## src/rtl/clk_freq_meter.sv

```systemverilog
// Gated frequency meter: counts rising edges of an asynchronous meas_clk over a
// fixed window of GATE_CYCLES reference cycles and reports count plus flags.
`timescale 1ns/1ps
module clk_freq_meter #(
    parameter int GATE_CYCLES = 1000,
    parameter int CNT_W       = 16
) (
    input  logic             clk_in,
    input  logic             rst,
    input  logic             meas_clk,
    input  logic             start,
    input  logic             continuous,
    input  logic [CNT_W-1:0] min_count,
    input  logic [CNT_W-1:0] max_count,
    output logic             busy,
    output logic [CNT_W-1:0] count_out,
    output logic             count_valid,
    output logic             in_range,
    output logic             no_clk,
    output logic             overflow
);

    localparam int GW = (GATE_CYCLES > 2) ? $clog2(GATE_CYCLES) : 1;
    localparam logic [GW-1:0]    GATE_LAST = GW'(GATE_CYCLES - 1);
    localparam logic [CNT_W-1:0] CNT_MAX   = '1;

    typedef enum logic [1:0] {S_IDLE, S_ARM, S_GATE, S_REPORT} state_t;

    state_t           state_q, state_d;
    logic [GW-1:0]    gate_cnt_q, gate_cnt_d;
    logic [CNT_W-1:0] edge_cnt_q, edge_cnt_d;
    logic             sat_q, sat_d;
    logic             report;

    logic             s1_q, s2_q, prev_q;
    logic             edge_det;

    logic             busy_q, count_valid_q, in_range_q, no_clk_q, overflow_q;
    logic [CNT_W-1:0] count_out_q;

    // Two-flop synchronizer plus history flop; history keeps running across
    // back-to-back windows so a level held over REPORT is not re-counted.
    always_ff @(posedge clk_in) begin
        if (rst) begin
            s1_q   <= 1'b0;
            s2_q   <= 1'b0;
            prev_q <= 1'b0;
        end else begin
            s1_q   <= meas_clk;
            s2_q   <= s1_q;
            prev_q <= s2_q;
        end
    end

    assign edge_det = s2_q & ~prev_q;

    always_ff @(posedge clk_in) begin
        if (rst) begin
            state_q    <= S_IDLE;
            gate_cnt_q <= '0;
            edge_cnt_q <= '0;
            sat_q      <= 1'b0;
        end else begin
            state_q    <= state_d;
            gate_cnt_q <= gate_cnt_d;
            edge_cnt_q <= edge_cnt_d;
            sat_q      <= sat_d;
        end
    end

    always_comb begin
        state_d    = state_q;
        gate_cnt_d = gate_cnt_q;
        edge_cnt_d = edge_cnt_q;
        sat_d      = sat_q;
        report     = 1'b0;
        case (state_q)
            S_IDLE: begin
                if (start) begin
                    state_d    = S_ARM;
                    gate_cnt_d = '0;
                end
            end
            S_ARM: begin
                edge_cnt_d = '0;
                sat_d      = 1'b0;
                if (gate_cnt_q == GW'(1)) begin
                    state_d    = S_GATE;
                    gate_cnt_d = '0;
                end else begin
                    gate_cnt_d = gate_cnt_q + GW'(1);
                end
            end
            S_GATE: begin
                if (edge_det) begin
                    if (edge_cnt_q == CNT_MAX) sat_d = 1'b1;
                    else                       edge_cnt_d = edge_cnt_q + CNT_W'(1);
                end
                // The last gate cycle's edge is folded in via edge_cnt_d below.
                if (gate_cnt_q == GATE_LAST) begin
                    state_d = S_REPORT;
                    report  = 1'b1;
                end else begin
                    gate_cnt_d = gate_cnt_q + GW'(1);
                end
            end
            S_REPORT: begin
                if (continuous) begin
                    state_d    = S_GATE;
                    gate_cnt_d = '0;
                    edge_cnt_d = '0;
                    sat_d      = 1'b0;
                end else begin
                    state_d = S_IDLE;
                end
            end
            default: state_d = S_IDLE;
        endcase
    end

    always_ff @(posedge clk_in) begin
        if (rst) begin
            busy_q        <= 1'b0;
            count_valid_q <= 1'b0;
            count_out_q   <= '0;
            in_range_q    <= 1'b0;
            no_clk_q      <= 1'b0;
            overflow_q    <= 1'b0;
        end else begin
            busy_q        <= (state_d != S_IDLE);
            count_valid_q <= report;
            if (report) begin
                count_out_q <= edge_cnt_d;
                no_clk_q    <= (edge_cnt_d == '0);
                overflow_q  <= sat_d;
                in_range_q  <= (min_count <= max_count) &&
                               (min_count <= edge_cnt_d) && (edge_cnt_d <= max_count);
            end
        end
    end

    assign busy        = busy_q;
    assign count_out   = count_out_q;
    assign count_valid = count_valid_q;
    assign in_range    = in_range_q;
    assign no_clk      = no_clk_q;
    assign overflow    = overflow_q;

endmodule

```

## config.mk

```make
export PLATFORM = sky130hd
export DESIGN_NAME = clk_freq_meter
export DESIGN_NICKNAME = d
export VERILOG_FILES = /design/src/rtl/clk_freq_meter.sv
export SDC_FILE = /design/constraint.sdc
export NUM_CORES = 1
export LEC_CHECK = 0
export BUFFER_PORTS_ARGS = -buffer_cell sky130_fd_sc_hd__buf_2
export CAP_MARGIN = 20
export CORE_ASPECT_RATIO = 1.75
export CORE_UTILIZATION = 42
export CTS_CLUSTER_SIZE = 30
export DETAILED_ROUTE_END_ITERATION = 10
export REMOVE_ABC_BUFFERS = 1
export SYNTH_ARGS = -nofsm -noshare
export SYNTH_HDL_FRONTEND = slang
export SYNTH_SLANG_ARGS = --single-unit
```

## constraint.sdc

```tcl
create_clock -name clk_in -period 3.1 [get_ports clk_in]
set_input_delay 0.31 -clock clk_in [delete_from_list [all_inputs] [get_ports clk_in]]
set_output_delay 0.31 -clock clk_in [all_outputs]
set_load 0.005 [all_outputs]
```

; Yosys cells after proc, flatten, opt, wreduce, memory -nomap -nowiden
; Index checks and enable logic that the tools add are counted.
[totals]
inputBits = 37
wordCells = 55
regBits = 53
output_inout_bits = 21
[op_classes]
n_lt_le_gt_ge = 3
muxes = 20
eq_ne = 9
addsub = 2
bitwise = 2
reduce_logical = 6
[op_table]
columns = op, n
row1 = $le A16 B16 Y1, 3
row2 = $mux W16, 3
row3 = $pmux W16 S3, 1
row4 = $mux W10, 4
row5 = $pmux W10 S4, 1
row6 = $add A16 B1 Y16 const B, 1
row7 = $eq A16 B16 Y1 const B, 1
row8 = $logic_not A16 Y1, 1
row9 = $add A10 B1 Y10 const B, 1
row10 = $eq A10 B1 Y1 const B, 1
row11 = $eq A10 B10 Y1 const B, 1
row12 = $mux W2, 4
row13 = $pmux W2 S4, 1
row14 = $ne A2 B2 Y1 const B, 3
row15 = $mux W1, 5
row16 = $eq A2 B2 Y1 const B, 2
row17 = $pmux W1 S3, 1
row18 = $reduce_and A3 Y1, 1
row19 = $eq A2 B1 Y1 const B, 1
row20 = $logic_and A1 B1 Y1, 2
row21 = $logic_not A2 Y1, 1
row22 = $reduce_bool A2 Y1, 1
row23 = $and A1 B1 Y1, 1
row24 = $not A1 Y1, 1

; Longest topological paths before layout
[depth]
depth_word = 7
mapped_depth = 17

; Worst setup path after synthesis
; Ideal clock, no wire load.
[synth_path]
path_kind = flip-flop to flip-flop
from = reg edge_cnt_q[0]
to = reg in_range_q (netlist: in_range)
setup_time_ps = 79
slack_ps = 131
synth_period_minus_slack_ps = 2969
t_arrival_ps = 2890
t_required_ps = 3021
path_stages_with_launch = 16
path_cell_list = dfxtp_1 ha_1 nand3_1 or4_4 nand3_1 nor2_1 a221oi_2 inv_1 ha_1 a21oi_1 nor2b_1 o21ai_0 nand2b_1 a211oi_1 o211ai_1 a22oi_1
[synth_between]
elab_chain_len = 7
elab_cells_between_ends = 10
cone_classes = add/sub: 1 / order compare: 2 / eq/ne: 1 / mux: 4 / reduce/logical: 2
[synth_lines]
columns = element, line_no
row1 = "start, declared", 31  ; logic [CNT_W-1:0] edge_cnt_q, edge_cnt_d;
row2 = "start signal, assigned", 66  ; edge_cnt_q <= edge_cnt_d;
row3 = $add A16 B1 Y16 / $eq A16 B16 Y1 (equally long branches), "97, 96"
row4 = $mux W16 *, 96  ; if (edge_cnt_q == CNT_MAX) sat_d = 1'b1;
row5 = $mux W16 *, 95  ; if (edge_det) begin
row6 = $pmux W16 S3 *, 77  ; case (state_q)
row7 = named net edge_cnt_d[11], 31
row8 = $le A16 B16 Y1, 137  ; (min_count <= edge_cnt_d) && (edge_cnt_d <= max_count);
row9 = $logic_and A1 B1 Y1, 136  ; in_range_q <= (min_count <= max_count) &&
row10 = $logic_and A1 B1 Y1 *, 137
row11 = "end signal, assigned", 136
row12 = "end, declared", 38  ; logic busy_q, count_valid_q, in_range_q, no_clk_q, overflow_q;
; Mark *: on every way through the listed nets, which the timed path passes. The rest lies on a longest branch.
; A chain may end at the register's enable or synchronous reset.

; Worst setup path in the final report
[layout_path]
from = reg edge_cnt_q[1]
to = reg in_range_q (netlist: in_range)
; The elaborated chain is that of the path after synthesis.

==> flow_summary.toml <==
[finish]
nNetsFinal = 670
final_area_um2 = 4957
layout-drive-gt1-share = 0.3036
diodes = 0
area_growth_pct = 31.72

[worst_hold_path]
hold_end = "s1_q$_SDFF_PP0_"
worstHoldPathCells = 2
hp-start = "meas_clk"
hold_class = "in2reg"

[timing]
setup_viol = 0
finalSetupTns_ps = 0
clock.fmax_mhz = 335.1
maxSlewViolCount = 0
min_period_over_period = 0.9627
max_slew_margin = 0.6875
skew_ps = 10.64
timing.hold.ws_ps = 235.6
hold_violations = 0
worstMarginPinSlew_ps = 464.8
min_period_ps = 2984
setup_slack_ps = 115.6

[placement]
gp_congestion = 0.9047
port_buffers = 57
place_ws_ps = -191.7
placed_cell_area_um2 = 4546
dp_hpwl_um = 9236

[global_route]
grt_pass1_vias = 3842
grt_pass1_wl_um = 18000
grt_usage = 0.2504
antenna_found_initial = 0
grt_overflow_total = 0
grt_max_degree = 25

[logic_synthesis]
synth_cells = 469
ys_dominant_reg_cell = "dfxtp_1"
synth_fa_ha_area_frac = 0.1749
avgSynthCellArea_um2 = 8.025
syn_area_um2 = 3764
yosys-mux-area-fraction = 0.002992
yosysSeqAreaShare = 0.2819
synth_simple_gate_area_frac = 0.2623
synth_edf_count = 0
synth_cell_types = 65
yosys_warnings = 0
synth_seq_cells = 53
synth_compound_area_frac = 0.1991
synth_top_family_by_area = "simple AND/OR/NAND/NOR gates"
synth-async-reset-ratio = 0
synth_xor_area_frac = 0.02560

[cts]
clockRootBuffer = "clkbuf_16"
clkTransAtPathRegs_ps = 70
insertion_delay_ps = 290
hold_buffers = 0
clkSinkCount = 53
cts_tree = "built"
htree_num_levels = 2
cts_made_buffers = 5
clockBufferDepth = 2

[setup_path]
reg2reg_to = "in_range$_SDFFE_PP0P_"
end_kind = "flop"
path_max_fanout = 5
reg2reg_depth = 13
cp.arrival_ps = 3160
cp-start-kind = "flop"
reg2reg_setup_slack_ps = 120
worstReg2RegStart = "edge_cnt_q[1]$_SDFF_PP0_"
criticalPathCategory = "reg2reg"
cp.required_ps = 3280

[floorplanning]
die_x_um = 73.56
ios = 58
die_h_um = 127.2
coreArea_um2 = 8671
start_util = 0.4341
fp-row-count = 45
die_area_um2 = 9359

[routing]
avgRoutedWirePerCell_um = 16.09
dr.first_iter.drc_count = 175
via_per_inst = 5.481
drc_errors = 0
wl_met1_um = 4312
wl_met3_um = 277
finalWirelength_um = 11260
top_layer_used = "met4"
wl_met2_um = 6246
vias = 3837
dr.pass1.iters = 4
ant_nets = 0

[run]
drv_cap = 0

[power]
leakage_uw = 0.002260
p_per_area_nw_per_um2 = 310.1
power.total_uw = 1537
ir_drop_mv = 0.2505

[outcome]
status = "complete, no violations"
power by group:
part           internal [µW]  switching, µW  total (µW)
clock                    322            255         576
sequential               688           4.13         692
combinational            114            155         269
total                   1120            414        1540
metal layers:
metal,track usage,vias to the layer above
met2,0.4819,96
met4,0.1199,0
li1,-,1914
met1,0.2592,1793
met3,0.02287,34
met5,0,-
state kept, by name, summed over array words and instances (netlist names):
name / flops
busy: 1
count_out: 16
count_valid: 1
edge_cnt_q: 16
gate_cnt_q: 10
in_range: 1
no_clk: 1
overflow: 1
prev_q: 1
s1_q: 1
s2_q: 1
sat_q: 1
state_q: 2
kinds of logic (layout without fill, tap and decap cells):
group / after synthesis / in the layout
AOI/OAI and AO/OA: 107 / 107
xor gates and xnor gates: 11 / 11
adders and majority gates: 53 / 53
buffers and inverters: 52 / 166
DFF: 53 / 53
muxes: 1 / 1
and+or+nand+nor: 192 / 192
metrics by stage:
stage / utilization / cells
floorplan: - / 456
global placement: 0.5242 / 683
detailed placement: 0.5242 / 683
CTS: 0.5515 / 693
global route: 0.5717 / 700
finish: 0.5717 / 700
layout make-up:
cell class / instances / area (µm²)
clock buffer: 6 / 138.9
clock inverter: 2 / 13.76
fill: 853 / 3714
inverter: 39 / 146.4
multi-input combinational: 364 / 2690
sequential: 53 / 1067
tap: 117 / 146.4
timing repair buffer: 119 / 754.5
synth_stat cells (7+ instances only):
master,n,area (µm²)
a31oi_1,7,43.79
clkbuf_1,8,30.03
a21oi_1,28,140.1
o21ai_0,15,75.07
inv_1,38,142.6
dfxtp_1,53,1061
nor2b_1,7,43.79
ha_1,51,638.1
xor2_1,7,61.31
nand2_1,36,135.1
and3_1,7,43.79
nand3_1,23,115.1
a21o_1,7,52.55
a211oi_1,18,135.1
nor2_1,62,232.7
nor3_1,10,50.05
nand4_1,11,68.82
worst max-delay path: stages, from the launching register on:
cell	delay (ps)
dfxtp_1	330
ha_2	190
nand3_2	100
or4_4	550
buf_4	170
nand2_4	80
o31ai_1	90
a31oi_2	240
inv_1	80
ha_1	300
a21oi_1	80
maj3_1	360
o211ai_1	190
a22oi_1	110
cell usage in the layout, fill, tap and decap left out, types with 5 or more instances in the layout:
master and instances:
buf_4 61, nor2_1 60, buf_2 57, ha_1 48, dfxtp_1 48, inv_1 38, nand2_1 35, a21oi_1 28
nand3_1 19, a211oi_1 14, o21ai_0 12, nand4_1 11, a21o_1 7, xor2_1 7, and3_1 6, nor3_1 6
nor2b_1 6, nand2b_1 5, a31oi_1 5, clkbuf_16 5, dfxtp_2 5
worst max-delay path by stage:
stage | endpoint | depth (start not counted) | start
3_5_place_dp | in_range$_SDFFE_PP0P_ | 14 | state_q[1]$_SDFF_PP0_
2_1_floorplan | in_range$_SDFFE_PP0P_ | 8 | state_q[0]$_SDFF_PP0_
3_3_place_gp | in_range$_SDFFE_PP0P_ | 14 | state_q[1]$_SDFF_PP0_
5_1_grt | in_range$_SDFFE_PP0P_ | 13 | edge_cnt_q[0]$_SDFF_PP0_
4_1_cts | in_range$_SDFFE_PP0P_ | 14 | state_q[1]$_SDFF_PP0_
6_report | in_range$_SDFFE_PP0P_ | 13 | edge_cnt_q[1]$_SDFF_PP0_
timing repair:
action / in CTS / in global routing
setup endpoints to repair: 1 / 1
endpoints found under the hold margin: 0 / 0
resized for setup: 9 / 32
pin swaps: 4 / 10
buffers inserted: 2 / 7
gates cloned: 0 / 0
Note: power is estimated with default switching activity, not from simulation.
